[src/rtl/cavlc_enc_ctrl.sv]
// -----------------------------------------------------------------------------
// cavlc_enc_ctrl
// Control FSM for the CAVLC block encoder. For each 4x4 / chroma block it
// walks the sub-encoders in bitstream order (coeff_token, trailing-ones
// signs, levels, total_zeros, run_before) and funnels their codewords onto
// one ready/valid write port into the bit packer. BlockDone pulses in the
// cycle after the last word of the block has been accepted.
//
// Optional feature macro: CAVLC_ENC_BITCOUNT_EN
//   When defined, adds output BlockBits[9:0]: the saturating sum of PackLen
//   over all accepted writes of the current block.
//
// Ports:
//   Clk, nReset                       clock, async active-low reset
//   BlockValid / BlockAccept          block-start handshake
//   TotalCoeff, TrailingOnes,
//   TotalZeros, T1Signs               block parameters, sampled on accept
//   CoeffTokenBits/Len                coeff_token codeword
//   TotalZerosBits/Len                total_zeros codeword
//   LevelValid/Last/Bits/Len, LevelReady   level encoder stream
//   RunValid/Last/Bits/Len, RunReady       run_before encoder stream
//   LevelEncodeEnable, RunEncodeEnable     high while in that state
//   PackValid/Bits/Len, PackReady     packer write port (right-aligned, MSB first)
//   BlockDone                         registered one-cycle end-of-block pulse
// -----------------------------------------------------------------------------
module cavlc_enc_ctrl #(
    parameter int MAX_COEFF = 16,
    parameter int CODE_W    = 16
) (
    input  logic              Clk,
    input  logic              nReset,
    input  logic              BlockValid,
    output logic              BlockAccept,
    input  logic [4:0]        TotalCoeff,
    input  logic [1:0]        TrailingOnes,
    input  logic [3:0]        TotalZeros,
    input  logic [2:0]        T1Signs,
    input  logic [CODE_W-1:0] CoeffTokenBits,
    input  logic [4:0]        CoeffTokenLen,
    input  logic [CODE_W-1:0] TotalZerosBits,
    input  logic [4:0]        TotalZerosLen,
    input  logic              LevelValid,
    input  logic              LevelLast,
    input  logic [CODE_W-1:0] LevelBits,
    input  logic [4:0]        LevelLen,
    output logic              LevelReady,
    input  logic              RunValid,
    input  logic              RunLast,
    input  logic [CODE_W-1:0] RunBits,
    input  logic [4:0]        RunLen,
    output logic              RunReady,
    output logic              LevelEncodeEnable,
    output logic              RunEncodeEnable,
    output logic              PackValid,
    output logic [CODE_W-1:0] PackBits,
    output logic [4:0]        PackLen,
    input  logic              PackReady,
    output logic              BlockDone
`ifdef CAVLC_ENC_BITCOUNT_EN
    ,
    output logic [9:0]        BlockBits
`endif
);

    localparam logic [2:0] IDLE        = 3'd0;
    localparam logic [2:0] COEFF_TOKEN = 3'd1;
    localparam logic [2:0] T1_SIGNS    = 3'd2;
    localparam logic [2:0] LEVEL_ENC   = 3'd3;
    localparam logic [2:0] TOTAL_ZEROS = 3'd4;
    localparam logic [2:0] RUN_BEFORE  = 3'd5;
    localparam logic [2:0] DONE        = 3'd6;

    localparam logic [5:0] MAX_COEFF_C = 6'(MAX_COEFF);

    logic [2:0]        state_r;
    logic [2:0]        state_next_s;
    logic [4:0]        tc_r;
    logic [1:0]        t1_r;
    logic [3:0]        tz_r;
    logic [2:0]        sign_r;
    logic              done_r;

    logic              accept_s;
    logic [1:0]        t1_clamp_s;
    logic [2:0]        sign_mask_s;
    logic [2:0]        tz_check_s;
    logic              raw_valid_s;
    logic [CODE_W-1:0] raw_bits_s;
    logic [4:0]        raw_len_s;
    logic              advance_s;

    // Block handshake and trailing-ones clamp (TrailingOnes never exceeds TotalCoeff).
    always_comb begin
        BlockAccept = (state_r == IDLE) || (state_r == DONE);
        accept_s    = BlockAccept && BlockValid;
        if ({3'b000, TrailingOnes} > TotalCoeff) begin
            t1_clamp_s = TotalCoeff[1:0];
        end else begin
            t1_clamp_s = TrailingOnes;
        end
    end

    // Sign mask keeps only the TrailingOnes least significant sign bits.
    always_comb begin
        case (t1_r)
            2'd0:    sign_mask_s = 3'b000;
            2'd1:    sign_mask_s = 3'b001;
            2'd2:    sign_mask_s = 3'b011;
            2'd3:    sign_mask_s = 3'b111;
            default: sign_mask_s = 3'b000;
        endcase
    end

    // Destination after signs/levels: total_zeros is omitted for a full block.
    always_comb begin
        if ({1'b0, tc_r} < MAX_COEFF_C) begin
            tz_check_s = TOTAL_ZEROS;
        end else begin
            tz_check_s = DONE;
        end
    end

    // Source mux: select the codeword offered by the current state.
    always_comb begin
        raw_valid_s = 1'b0;
        raw_bits_s  = {CODE_W{1'b0}};
        raw_len_s   = 5'd0;
        case (state_r)
            COEFF_TOKEN: begin
                raw_valid_s = 1'b1;
                raw_bits_s  = CoeffTokenBits;
                raw_len_s   = CoeffTokenLen;
            end
            T1_SIGNS: begin
                raw_valid_s = 1'b1;
                raw_bits_s  = {{(CODE_W-3){1'b0}}, sign_r & sign_mask_s};
                raw_len_s   = {3'b000, t1_r};
            end
            LEVEL_ENC: begin
                raw_valid_s = LevelValid;
                raw_bits_s  = LevelBits;
                raw_len_s   = LevelLen;
            end
            TOTAL_ZEROS: begin
                raw_valid_s = 1'b1;
                raw_bits_s  = TotalZerosBits;
                raw_len_s   = TotalZerosLen;
            end
            RUN_BEFORE: begin
                raw_valid_s = RunValid;
                raw_bits_s  = RunBits;
                raw_len_s   = RunLen;
            end
            default: begin
                raw_valid_s = 1'b0;
                raw_bits_s  = {CODE_W{1'b0}};
                raw_len_s   = 5'd0;
            end
        endcase
    end

    // Packer port; zero-length words never reach the packer but still advance.
    always_comb begin
        PackValid         = raw_valid_s && (raw_len_s != 5'd0);
        PackBits          = raw_bits_s;
        PackLen           = raw_len_s;
        advance_s         = raw_valid_s && ((raw_len_s == 5'd0) || PackReady);
        LevelEncodeEnable = (state_r == LEVEL_ENC);
        RunEncodeEnable   = (state_r == RUN_BEFORE);
        LevelReady        = LevelEncodeEnable && ((LevelLen == 5'd0) || PackReady);
        RunReady          = RunEncodeEnable && ((RunLen == 5'd0) || PackReady);
        BlockDone         = done_r;
    end

    // Next-state logic in bitstream order.
    always_comb begin
        state_next_s = state_r;
        case (state_r)
            IDLE: begin
                if (accept_s) state_next_s = COEFF_TOKEN;
                else          state_next_s = IDLE;
            end
            COEFF_TOKEN: begin
                if (!advance_s)           state_next_s = COEFF_TOKEN;
                else if (tc_r == 5'd0)    state_next_s = DONE;
                else if (t1_r != 2'd0)    state_next_s = T1_SIGNS;
                else                      state_next_s = LEVEL_ENC;
            end
            T1_SIGNS: begin
                if (!advance_s)                  state_next_s = T1_SIGNS;
                else if (tc_r > {3'b000, t1_r})  state_next_s = LEVEL_ENC;
                else                             state_next_s = tz_check_s;
            end
            LEVEL_ENC: begin
                if (advance_s && LevelLast) state_next_s = tz_check_s;
                else                        state_next_s = LEVEL_ENC;
            end
            TOTAL_ZEROS: begin
                if (!advance_s)                               state_next_s = TOTAL_ZEROS;
                else if ((tz_r != 4'd0) && (tc_r > 5'd1))     state_next_s = RUN_BEFORE;
                else                                          state_next_s = DONE;
            end
            RUN_BEFORE: begin
                if (advance_s && RunLast) state_next_s = DONE;
                else                      state_next_s = RUN_BEFORE;
            end
            DONE: begin
                if (accept_s) state_next_s = COEFF_TOKEN;
                else          state_next_s = IDLE;
            end
            default: state_next_s = IDLE;
        endcase
    end

    // State register, latched block parameters and BlockDone pulse.
    always_ff @(posedge Clk or negedge nReset) begin
        if (!nReset) begin
            state_r <= IDLE;
            tc_r    <= 5'd0;
            t1_r    <= 2'd0;
            tz_r    <= 4'd0;
            sign_r  <= 3'd0;
            done_r  <= 1'b0;
        end else begin
            state_r <= state_next_s;
            done_r  <= (state_next_s == DONE);
            if (accept_s) begin
                tc_r   <= TotalCoeff;
                t1_r   <= t1_clamp_s;
                tz_r   <= TotalZeros;
                sign_r <= T1Signs;
            end
        end
    end

`ifdef CAVLC_ENC_BITCOUNT_EN
    logic [9:0]  bits_r;
    logic [10:0] bits_sum_s;

    // Candidate running sum including the word being accepted now.
    always_comb begin
        bits_sum_s = {1'b0, bits_r} + {6'd0, PackLen};
    end

    // Per-block bit counter: cleared on accept, saturating at 1023.
    always_ff @(posedge Clk or negedge nReset) begin
        if (!nReset) begin
            bits_r <= 10'd0;
        end else if (accept_s) begin
            bits_r <= 10'd0;
        end else if (PackValid && PackReady) begin
            bits_r <= (bits_sum_s > 11'd1023) ? 10'd1023 : bits_sum_s[9:0];
        end else begin
            bits_r <= bits_r;
        end
    end

    assign BlockBits = bits_r;
`endif

endmodule

[config.mk]
export PLATFORM = sky130hd
export DESIGN_NAME = cavlc_enc_ctrl
export DESIGN_NICKNAME = d
export VERILOG_FILES = /design/src/rtl/cavlc_enc_ctrl.sv
export SDC_FILE = /design/constraint.sdc
export NUM_CORES = 1
export LEC_CHECK = 0
export ABC_CLOCK_PERIOD_IN_PS = 2900
export CAP_MARGIN = 0
export CORE_MARGIN = 10
export CORE_UTILIZATION = 36
export CTS_CLUSTER_DIAMETER = 30
export DETAILED_ROUTE_END_ITERATION = 10
export PLACE_DENSITY_LB_ADDON = 0.12
export SYNTH_ARGS = -nofsm -noshare
export SYNTH_HDL_FRONTEND = slang
export SYNTH_SLANG_ARGS = --single-unit
export TNS_END_PERCENT = 1
[constraint.sdc]
create_clock -name Clk -period 2.9 [get_ports Clk]
set_clock_uncertainty 0.1 [all_clocks]
set_input_delay 0.58 -clock Clk [delete_from_list [all_inputs] [get_ports Clk]]
set_output_delay 0.58 -clock Clk [all_outputs]
set_load 0.02 [all_outputs]
==> impl_metrics.toml <==
[placed_design]
hpwl_mm = 7.04
io_buffers = 133
gp_congestion = 0.910
place_area_sq_um = 3390

[floorplan]
ios = 134
coreArea_sq_um = 5110
start_util_pct = 37.2
rows = 26
die_area_sq_um = 8580
die_h_um = 92.6
dieWidth_um = 92.6

[outcome]
status = "finished, violations left"
failed_checks = "setup timing"

[clock_network]
cts_sinks = 18
clock_tree.root_cell = "clkbuf_8"
cts_buffer_depth = 2
h-tree-depth = 1
cts_buffers = 3
clkTransAtPathRegs_ns = 0.07
cts_tree = "yes"
cts_setup_buffers = 0
clock_latency_ns = 0.26

[timing]
tns_ns = -0.0713
rsz0062_at_grt = "true"
setup_viol = 1
hold_violations = 0
fmax_ghz = 0.337
final.min_clock_period_ns = 2.97
max_slew_margin_pct = 44.0
timing.final.ws_setup_ns = -0.0713
fin_crit_sh_pct = 102
hold_slack_ns = 0.396
tightest_slew_ns = 0.837
final-max-slew-violation-count = 0

[synthesis]
yosysWarnings = 0
synth_edf_count = 0
synth_ff_type = "dfrtp_1"
synth_top_area_share_pct = 23.7
async_flop_share_pct = 100
syn-cell-area_sq_um = 1900
syn-num-nets = 345
ys_seq_area_share_pct = 23.7
synthTopCellsByArea = "dfrtp_1 (24%), mux2i_1 (11%), a21oi_1 (5.5%), mux2_2 (5.3%), o21ai_0 (5.3%)"
netlist_instances = 235
yosysMostFrequentCell = "nor2_1"
synth_cell_types = 54
synth.ff_latch_count = 18
yosys.area.top_type = "dfrtp_1"
postSynthAreaPerCell_sq_um = 8.08
synthTopCellsByCount = "nor2_1 (24), nand2_1 (22), a21oi_1 (21), mux2i_1 (21), o21ai_0 (20)"

[cells_and_area]
diodes = 0
utilization_pct = 68.0
fillCellCount = 451
syn_to_final_growth_pct = 82.9
finalNetCount = 490
drive_above_1_share_pct = 14.5
postLayoutCellArea_sq_um = 3470

[power]
p_per_area_nw_per_um2 = 804
power_leakage_nw = 1.53
vdd_drop_max_mv = 0.491
power_mw = 2.79

[routing]
wire_per_inst_um = 18.6
drcViolationCount = 0
num_vias = 2320
routed_wl_mm = 8.36
via_per_inst = 5.17
postRouteAntennaNets = 0
drt_iter0_drc = 89
firstDrtPassIters = 5

[worst_setup_path]
critPathSlowestCell = "clkdlybuf4s50_1"
worstSetupEndpointType = "output pin"
slowest_delay_ns = 0.42
path_max_fanout = 2
worstSetupPathType = "in -> out"
crit_arrival_ns = 2.29
worst-path-buf-inv = 2
crit_family = "buffers and inverters"
setup.worst_path.start_class = "input port"
cp_data_required_time_ns = 2.22
path_cells = "clkdlybuf4s50_1 > or2_2 > a32o_2 > nor4_4 > a31oi_1 > clkdlybuf4s15_1"

[global_routing]
antenna_found_initial = 0
grt_pass1_vias = 2276
gr-total-overflow = 0
grt_pass1_wl_mm = 12.6
track_usage_pct = 18.0
grt_max_degree = 30

[worst_hold_path]
hp-class = "reg -> reg"

[job]
maxCapViolCount = 0
[kinds of logic after synthesis]
| group | after synthesis | synth area share (%) |
|---|---|---|
| multiplexers | 35 | 19.6 |
| adder cells (fa/ha/maj) | 4 | 2.64 |
| AND/OR/NAND/NOR | 79 | 21.5 |
| buffers and inverters | 29 | 8.96 |
| AO/OA/AOI/OAI | 70 | 23.7 |
| flip-flops | 18 | 23.7 |
[cell type report]
cell class	instances	area (sq um)	share of cell area (%)
Multi-Input combinational cell	188	1280	37.0
Timing Repair Buffer	159	1560	44.8
Sequential cell	18	453	13.0
Clock buffer	4	55.1	1.59
Tap cell	70	87.6	2.52
Inverter	10	37.5	1.08
[stage by stage]
| step | setup slack [ns] | std cells |
|---|---|---|
| detailed placement | -0.317 | 445 |
| global placement | -0.279 | 445 |
| floorplan | 0.359 | 235 |
| CTS | -0.0677 | 449 |
| global route | -0.118 | 449 |
| finish | -0.0713 | 449 |
[sequential cells by signal, indices dropped and copies added (netlist names)]
| name | cells |
|---|---|
| tc_r | 5 |
| state_r | 3 |
| t1_r | 2 |
| sign_r | 3 |
| BlockDone | 1 |
| tz_r | 4 |
[per-layer routing]
layer,global-route usage [%],vias up,part of all wire [%]
met5,0,-,0
met4,4.50,0,2.1
met3,4.20,13,7.2
met2,30.5,111,48
met1,22.3,1047,43
li1,-,1149,-
[report_power, final]
part,internal [mW],leakage [nW],switching (mW)
sequential,0.376,0.212,0.106
clock,0.121,0.0288,0.0870
combinational,1.02,1.29,1.09
[placed cells by master (no fill, tap or decap), types with 2 or more instances in the layout]
| cell type | n |
|---|---|
| nor4_1 | 3 |
| dlygate4sd2_1 | 9 |
| nor2b_1 | 4 |
| a31oi_1 | 4 |
| clkdlybuf4s50_1 | 113 |
| mux2_2 | 9 |
| dfrtp_2 | 2 |
| or3_1 | 3 |
| o22ai_1 | 4 |
| ha_1 | 4 |
| nand4b_1 | 2 |
| nor3_1 | 6 |
| mux2i_1 | 21 |
| nor2_1 | 24 |
| a21oi_1 | 21 |
| buf_4 | 24 |
| dfrtp_1 | 16 |
| mux2_1 | 4 |
| or2b_2 | 2 |
| dlymetal6s2s_1 | 10 |
| clkbuf_8 | 4 |
| o41ai_1 | 2 |
| a21oi_2 | 2 |
| o31a_1 | 2 |
| nand2_1 | 22 |
| or4_1 | 2 |
| inv_1 | 10 |
| o21ai_0 | 20 |
[final timing paths]
path                                  startpoint          to  slack, ns  cells past startpoint
worst max-delay path            CoeffTokenLen[1]   PackValid      -0.07                      6
worst min-delay path                   sign_r[0]   sign_r[0]       0.40                      1
worst max register to register        state_r[1]  state_r[1]       0.32                      8
worst min register to register         sign_r[0]   sign_r[0]       0.40                      1
max in group asynchronous                 nReset  state_r[2]       1.43                      1
min in group asynchronous                 nReset     tc_r[4]       0.70                      1
[repair_timing]
action | CTS | global route
hold buffers | 0 | 0
endpoints found under the setup margin | 13 | 13
gates resized for setup | 12 | 13
pin swaps | 0 | 1
[worst register-to-register path, stage by stage, from the launching register on]
cell,delay [ns]
dfrtp_1,0.41
buf_12,0.21
nand2b_1,0.37
nor2_2,0.11
nor4_4,0.30
buf_4,0.15
a31oi_2,0.14
o311a_1,0.37
or3_1,0.30
(Power assumes the default switching activity.)
